## src/rtl/top_fdct_mac_pipe.sv

```systemverilog
// Pipelined signed multiply-accumulate for the fdct datapath, with valid/ready flow control.
// Define SATURATE_EN to clamp dout into DOUT_WIDTH and flag overflow on sat; otherwise dout wraps.
module top_fdct_mac_pipe #(
  parameter int unsigned DIN0_WIDTH = 16,
  parameter int unsigned DIN1_WIDTH = 14,
  parameter int unsigned DOUT_WIDTH = 29,
  parameter int unsigned NUM_STAGE  = 3,
  parameter int unsigned ACC_GUARD  = 4
) (
  input  logic                         ap_clk,
  input  logic                         ap_rst_n,
  input  logic                         in_valid,
  output logic                         in_ready,
  input  logic signed [DIN0_WIDTH-1:0] din0,
  input  logic signed [DIN1_WIDTH-1:0] din1,
  input  logic                         in_acc,
  input  logic                         in_last,
  output logic                         out_valid,
  input  logic                         out_ready,
  output logic signed [DOUT_WIDTH-1:0] dout,
  output logic                         out_last,
  output logic                         sat
);

  localparam int unsigned PROD_W = DIN0_WIDTH + DIN1_WIDTH;
  localparam int unsigned SUM_W  = PROD_W + ACC_GUARD;

  logic                     en;
  logic                     fin_valid;
  logic                     fin_acc;
  logic                     fin_last;
  logic signed [PROD_W-1:0] fin_prod;

  logic signed [SUM_W-1:0]      acc_q;
  logic signed [SUM_W-1:0]      prod_ext;
  logic signed [SUM_W-1:0]      acc_sel;
  logic signed [SUM_W-1:0]      sum_c;
  logic signed [DOUT_WIDTH-1:0] dout_d;
  logic signed [DOUT_WIDTH-1:0] dout_q;
  logic                         sat_d;
  logic                         sat_q;
  logic                         out_valid_q;
  logic                         out_last_q;

  // Whole pipeline advances in lockstep; a bubble at the output never blocks.
  assign en       = out_ready | ~out_valid_q;
  assign in_ready = en;

  generate
    if (NUM_STAGE == 1) begin : g_comb
      assign fin_valid = in_valid;
      assign fin_acc   = in_acc;
      assign fin_last  = in_last;
      assign fin_prod  = PROD_W'(din0) * PROD_W'(din1);
    end else begin : g_pipe
      logic                         s1_valid_q;
      logic                         s1_acc_q;
      logic                         s1_last_q;
      logic signed [DIN0_WIDTH-1:0] s1_a_q;
      logic signed [DIN1_WIDTH-1:0] s1_b_q;
      logic signed [PROD_W-1:0]     s1_prod;

      // Operand capture stage.
      always_ff @(posedge ap_clk or negedge ap_rst_n) begin
        if (!ap_rst_n) begin
          s1_valid_q <= 1'b0;
          s1_acc_q   <= 1'b0;
          s1_last_q  <= 1'b0;
          s1_a_q     <= '0;
          s1_b_q     <= '0;
        end else if (en) begin
          s1_valid_q <= in_valid;
          if (in_valid) begin
            s1_acc_q  <= in_acc;
            s1_last_q <= in_last;
            s1_a_q    <= din0;
            s1_b_q    <= din1;
          end
        end
      end

      assign s1_prod = PROD_W'(s1_a_q) * PROD_W'(s1_b_q);

      if (NUM_STAGE == 2) begin : g_direct
        assign fin_valid = s1_valid_q;
        assign fin_acc   = s1_acc_q;
        assign fin_last  = s1_last_q;
        assign fin_prod  = s1_prod;
      end else begin : g_mid
        localparam int unsigned MID_N = NUM_STAGE - 2;
        logic                     mid_valid_q [MID_N];
        logic                     mid_acc_q   [MID_N];
        logic                     mid_last_q  [MID_N];
        logic signed [PROD_W-1:0] mid_prod_q  [MID_N];

        // Product delay line; retiming may move the multiplier across these registers.
        always_ff @(posedge ap_clk or negedge ap_rst_n) begin
          if (!ap_rst_n) begin
            for (int i = 0; i < int'(MID_N); i++) begin
              mid_valid_q[i] <= 1'b0;
              mid_acc_q[i]   <= 1'b0;
              mid_last_q[i]  <= 1'b0;
              mid_prod_q[i]  <= '0;
            end
          end else if (en) begin
            mid_valid_q[0] <= s1_valid_q;
            if (s1_valid_q) begin
              mid_acc_q[0]  <= s1_acc_q;
              mid_last_q[0] <= s1_last_q;
              mid_prod_q[0] <= s1_prod;
            end
            for (int i = 1; i < int'(MID_N); i++) begin
              mid_valid_q[i] <= mid_valid_q[i-1];
              if (mid_valid_q[i-1]) begin
                mid_acc_q[i]  <= mid_acc_q[i-1];
                mid_last_q[i] <= mid_last_q[i-1];
                mid_prod_q[i] <= mid_prod_q[i-1];
              end
            end
          end
        end

        assign fin_valid = mid_valid_q[MID_N-1];
        assign fin_acc   = mid_acc_q[MID_N-1];
        assign fin_last  = mid_last_q[MID_N-1];
        assign fin_prod  = mid_prod_q[MID_N-1];
      end
    end
  endgenerate

  assign prod_ext = SUM_W'(fin_prod);
  assign acc_sel  = fin_acc ? acc_q : '0;
  assign sum_c    = acc_sel + prod_ext;

`ifdef SATURATE_EN
  localparam int unsigned EXT_W = (SUM_W > DOUT_WIDTH) ? SUM_W : DOUT_WIDTH;
  logic signed [EXT_W-1:0] sum_ext;

  // Overflow when the bits above the dout sign bit disagree with the sum's sign.
  always_comb begin
    sum_ext = EXT_W'(sum_c);
    dout_d  = DOUT_WIDTH'(sum_ext);
    sat_d   = 1'b0;
    if (sum_ext[EXT_W-1:DOUT_WIDTH-1] != {(EXT_W-DOUT_WIDTH+1){sum_ext[EXT_W-1]}}) begin
      sat_d  = 1'b1;
      dout_d = sum_ext[EXT_W-1] ? {1'b1, {(DOUT_WIDTH-1){1'b0}}}
                                : {1'b0, {(DOUT_WIDTH-1){1'b1}}};
    end
  end
`else
  assign dout_d = DOUT_WIDTH'(sum_c);
  assign sat_d  = 1'b0;
`endif

  // Output register; acc_q tracks the full-width sum of every beat that lands here.
  always_ff @(posedge ap_clk or negedge ap_rst_n) begin
    if (!ap_rst_n) begin
      out_valid_q <= 1'b0;
      out_last_q  <= 1'b0;
      sat_q       <= 1'b0;
      dout_q      <= '0;
      acc_q       <= '0;
    end else if (en) begin
      out_valid_q <= fin_valid;
      if (fin_valid) begin
        out_last_q <= fin_last;
        sat_q      <= sat_d;
        dout_q     <= dout_d;
        acc_q      <= sum_c;
      end
    end
  end

  assign out_valid = out_valid_q;
  assign out_last  = out_last_q;
  assign sat       = sat_q;
  assign dout      = dout_q;

endmodule
```

## config.mk

```make
export PLATFORM = sky130hd
export DESIGN_NAME = top_fdct_mac_pipe
export DESIGN_NICKNAME = d
export VERILOG_FILES = /design/src/rtl/top_fdct_mac_pipe.sv
export SDC_FILE = /design/constraint.sdc
export NUM_CORES = 1
export LEC_CHECK = 0
export BUFFER_PORTS_ARGS = -buffer_cell sky130_fd_sc_hd__buf_2
export CAP_MARGIN = 40
export CORE_MARGIN = 2
export CORE_UTILIZATION = 40
export CTS_CLUSTER_SIZE = 12
export DETAILED_ROUTE_END_ITERATION = 6
export PLACE_DENSITY = 0.56
export SLEW_MARGIN = 40
export SYNTH_ARGS = -nofsm -noshare
export SYNTH_HDL_FRONTEND = slang
export SYNTH_SLANG_ARGS = --single-unit
```

## constraint.sdc

```tcl
create_clock -name ap_clk -period 7 [get_ports ap_clk]
set_input_delay 1.05 -clock ap_clk [delete_from_list [all_inputs] [get_ports ap_clk]]
set_output_delay 1.05 -clock ap_clk [all_outputs]
set_load 0.02 [all_outputs]
```

==> reports/summary.txt <==
Reg2Reg Depth -> 22
Synthesis Warnings -> 0
Mapped Area -> 13300 sq um
Arrival @ worst endpoint -> 6.86 ns
Fmax -> 151.4 MHz
CP startpoint kind -> flip-flop
CTS buffer count -> 9
Fraction of layout cells with a size suffix above 1 -> 10.08%
R2R Path End -> fin_prod[28]$_DFFE_PN0P_
Vias in the first global route -> 9912
Post-synth top cells -> inv_1, fa_1, nand2_1, and2_1, ha_1
CTS root buf -> clkbuf_16
Drt drc -> 0
Unrepaired setup endpoints after global routing -> no
CP Data Required Time -> 7.25 ns
Top-count cell post-synth -> inv_1
Final worst setup slack -> 0.3942 ns
Syn Area/Cell -> 9.278 sq um
Asr flop ratio synth -> 100.0%
Worst setup startpoint -> g_pipe.s1_a_q[7]$_DFFE_PN0P_
Crit end category -> flip-flop
Worst Hold Class -> flip-flop to flip-flop
Final setup fails -> 0
Placer Congestion -> 0.8191
Crit-path slowest cell -> dfrtp_1
Clock Latency Late Sink -> 0.37 ns
Initial antenna violation count -> 0
Avg WL per Cell -> 15.66 um
First-pass GRT wire length -> 51.57 mm
Global route total overflow -> 0
Relative slew margins -> 46.79%
HPWL after DPL -> 23.78 mm
CTS tree -> yes
Max incr delay on CP -> 0.55 ns
FF-to-FF setup slack -> 0.39 ns
Drt first pass iters -> 5
Slew Viols, Final -> 0
Post-CTS sizing -> 0
Synth Register Bits -> 96
Period minus WS final -> 6.606 ns
Worst-margin pin slew -> 0.7981 ns
Drt total wl -> 30.07 mm
Maximum net fanout on the critical path -> 15
Initial DRC count -> 367
Number of post-CTS setup repair buffers -> 0
Critical Path End -> fin_prod[28]$_DFFE_PN0P_
Width of the chip -> 186.3 um
Post-Syn Instances -> 1433
FP Rows -> 66
Fin. Hold Viols -> 0
Sequential area share after synthesis -> 18.07%
Largest net degree at the start of global routing -> 69
Clock Path Buffers -> 2
Final Skew -> 0.01254 ns
Total Nets Final -> 1821
Setup TNS Final -> 0 ns
Hold slack final -> 0.4749 ns
CTS clk-pin slew, worst paths -> 0.08 ns
Reg-to-reg startpoint -> g_pipe.s1_a_q[7]$_DFFE_PN0P_
MaxCap Viol Count -> 0
Vias per cell -> 4.842
Outcome -> completed
# hold bufs at CTS -> 0
Final design utilization -> 44.27%
Die ar. -> 34710 sq um
WS Path Type -> flip-flop to flip-flop
Post-synth top area share -> 32.37%
DP Worst Slack -> 0.4479 ns
Die height -> 186.3 um
Area grow syn2layout -> 8.621%
DRT antenna net count -> 0
Synth cell types -> 59
Synthesized Nets -> 1781
Fillers -> 3263
Starting density of the core -> 40.76%
Ports -> 69
Core Region -> 32620 sq um
GRT Util Overall -> 18.41%
Fin crit share -> 94.37%
Port Buf Inserts -> 67
ANT cells -> 0
CTS Sinks -> 96
Post-synth EDFFs -> 0
Critical path, cell by cell -> and2_1 > fa_1 > inv_1 > fa_1 > inv_1 > fa_1 > inv_1 > fa_1 > inv_1 > fa_1 > inv_1 > fa_1 > inv_1 > ha_1 > a2111oi_0 > o21ai_0 > a311o_1 > a221oi_2 > nor3_1 > a31oi_1 > mux2i_1 > nand2_1
Htree depth -> 3
Vias -> 9297
Top cells by area, synth -> fa_1, dfrtp_1, ha_1
Largest area contributor in the netlist -> fa_1
Main synth FF type -> dfrtp_1
-- critical path: cells and delay by family, from the launching register on --
family / cells / cell delay (ns)
AOI/OAI and AO/OA: 5 / 1.70
buffers and inverters: 6 / 0.30
and+or+nand+nor: 3 / 0.44
adders and majority gates: 7 / 3.31
muxes: 1 / 0.20
DFF: 1 / 0.55
-- kinds of logic (layout without fill, tap and decap cells) --
| logic type | Yosys count | count (layout) | synth area share (%) |
|---|---|---|---|
| other | 1 | 1 | 0.02821 |
| flip-flops | 96 | 96 | 18.07 |
| AO/OA/AOI/OAI | 186 | 186 | 8.922 |
| adder cells (fa/ha/maj) | 312 | 312 | 41.50 |
| AND/OR/NAND/NOR | 417 | 417 | 15.43 |
| XOR/XNOR | 52 | 52 | 3.426 |
| buffers and inverters | 330 | 375 | 9.345 |
| multiplexers | 39 | 39 | 3.275 |
-- final cells by class --
cell class                 instances  area (sq um)  area share [%]
timing repair buffer              83         465.4           3.223
clock buffer                      11         242.7           1.681
sequential                        96          2404           16.64
clock inverter                     5         87.58          0.6065
multi-input combinational       1007          9653           66.84
inverter                         276          1036           7.174
tap                              442         553.0           3.829
-- routing by layer --
metal | vias up | track usage [%] | wire (um) | part of all wire, %
met4 | 0 | 3.631 | 359 | 1.2
met1 | 4553 | 26.51 | 14850 | 49
li1 | 4528 | - | - | -
met5 | - | 0 | 0 | 0
met3 | 21 | 3.592 | 1602 | 5.3
met2 | 195 | 29.02 | 13260 | 44
-- state kept, by name (all words and copies together), names as in the netlist --
| register | cells |
|---|---|
| g_pipe.s1_a_q | 16 |
| fin_acc | 1 |
| out_last | 1 |
| g_pipe.s1_last_q | 1 |
| out_valid | 1 |
| g_pipe.s1_b_q | 14 |
| acc_q | 29 |
| fin_valid | 1 |
| g_pipe.s1_acc_q | 1 |
| fin_last | 1 |
| fin_prod | 29 |
| g_pipe.s1_valid_q | 1 |
-- through the flow --
| stage | area, sq um | std cells |
|---|---|---|
| after CTS | 14430 | 1919 |
| after global routing | 14440 | 1920 |
| after detailed placement | 14100 | 1903 |
| after global placement | 14090 | 1903 |
| after floorplan | 13300 | 1433 |
| final | 14440 | 1920 |
-- cell usage in the layout (no fill, tap or decap), types with 8 or more instances in the layout --
master | netlist | final
xnor2_1 | 28 | 28
o21a_1 | 8 | 8
xor2_1 | 24 | 24
buf_4 | 1 | 15
fa_1 | 215 | 215
buf_2 | 0 | 66
a21o_1 | 16 | 16
a21oi_1 | 39 | 39
clkbuf_16 | 0 | 9
mux2_2 | 36 | 36
and2_1 | 138 | 138
nand3_1 | 9 | 9
nand2_1 | 191 | 190
dfrtp_1 | 96 | 95
a211oi_1 | 9 | 9
inv_1 | 275 | 275
nor2_1 | 28 | 28
nand2b_1 | 11 | 11
nor3_1 | 13 | 13
ha_1 | 97 | 97
o21ai_0 | 65 | 65
-- worst min path at each step --
stage	from	end	slack, ns	cells past startpoint
4_1_cts	g_pipe.s1_acc_q$_DFFE_PN0P_	fin_acc$_DFFE_PN0P_	0.48	2
6_report	g_pipe.s1_acc_q$_DFFE_PN0P_	fin_acc$_DFFE_PN0P_	0.47	2
3_3_place_gp	g_pipe.s1_acc_q$_DFFE_PN0P_	fin_acc$_DFFE_PN0P_	0.45	2
2_1_floorplan	g_pipe.s1_acc_q$_DFFE_PN0P_	fin_acc$_DFFE_PN0P_	0.43	2
3_5_place_dp	g_pipe.s1_acc_q$_DFFE_PN0P_	fin_acc$_DFFE_PN0P_	0.46	2
5_1_grt	g_pipe.s1_acc_q$_DFFE_PN0P_	fin_acc$_DFFE_PN0P_	0.50	2
Power is left out: the tool's default activity adds up to more than one toggle a clock period on the data nets, which glitch-free logic cannot reach.
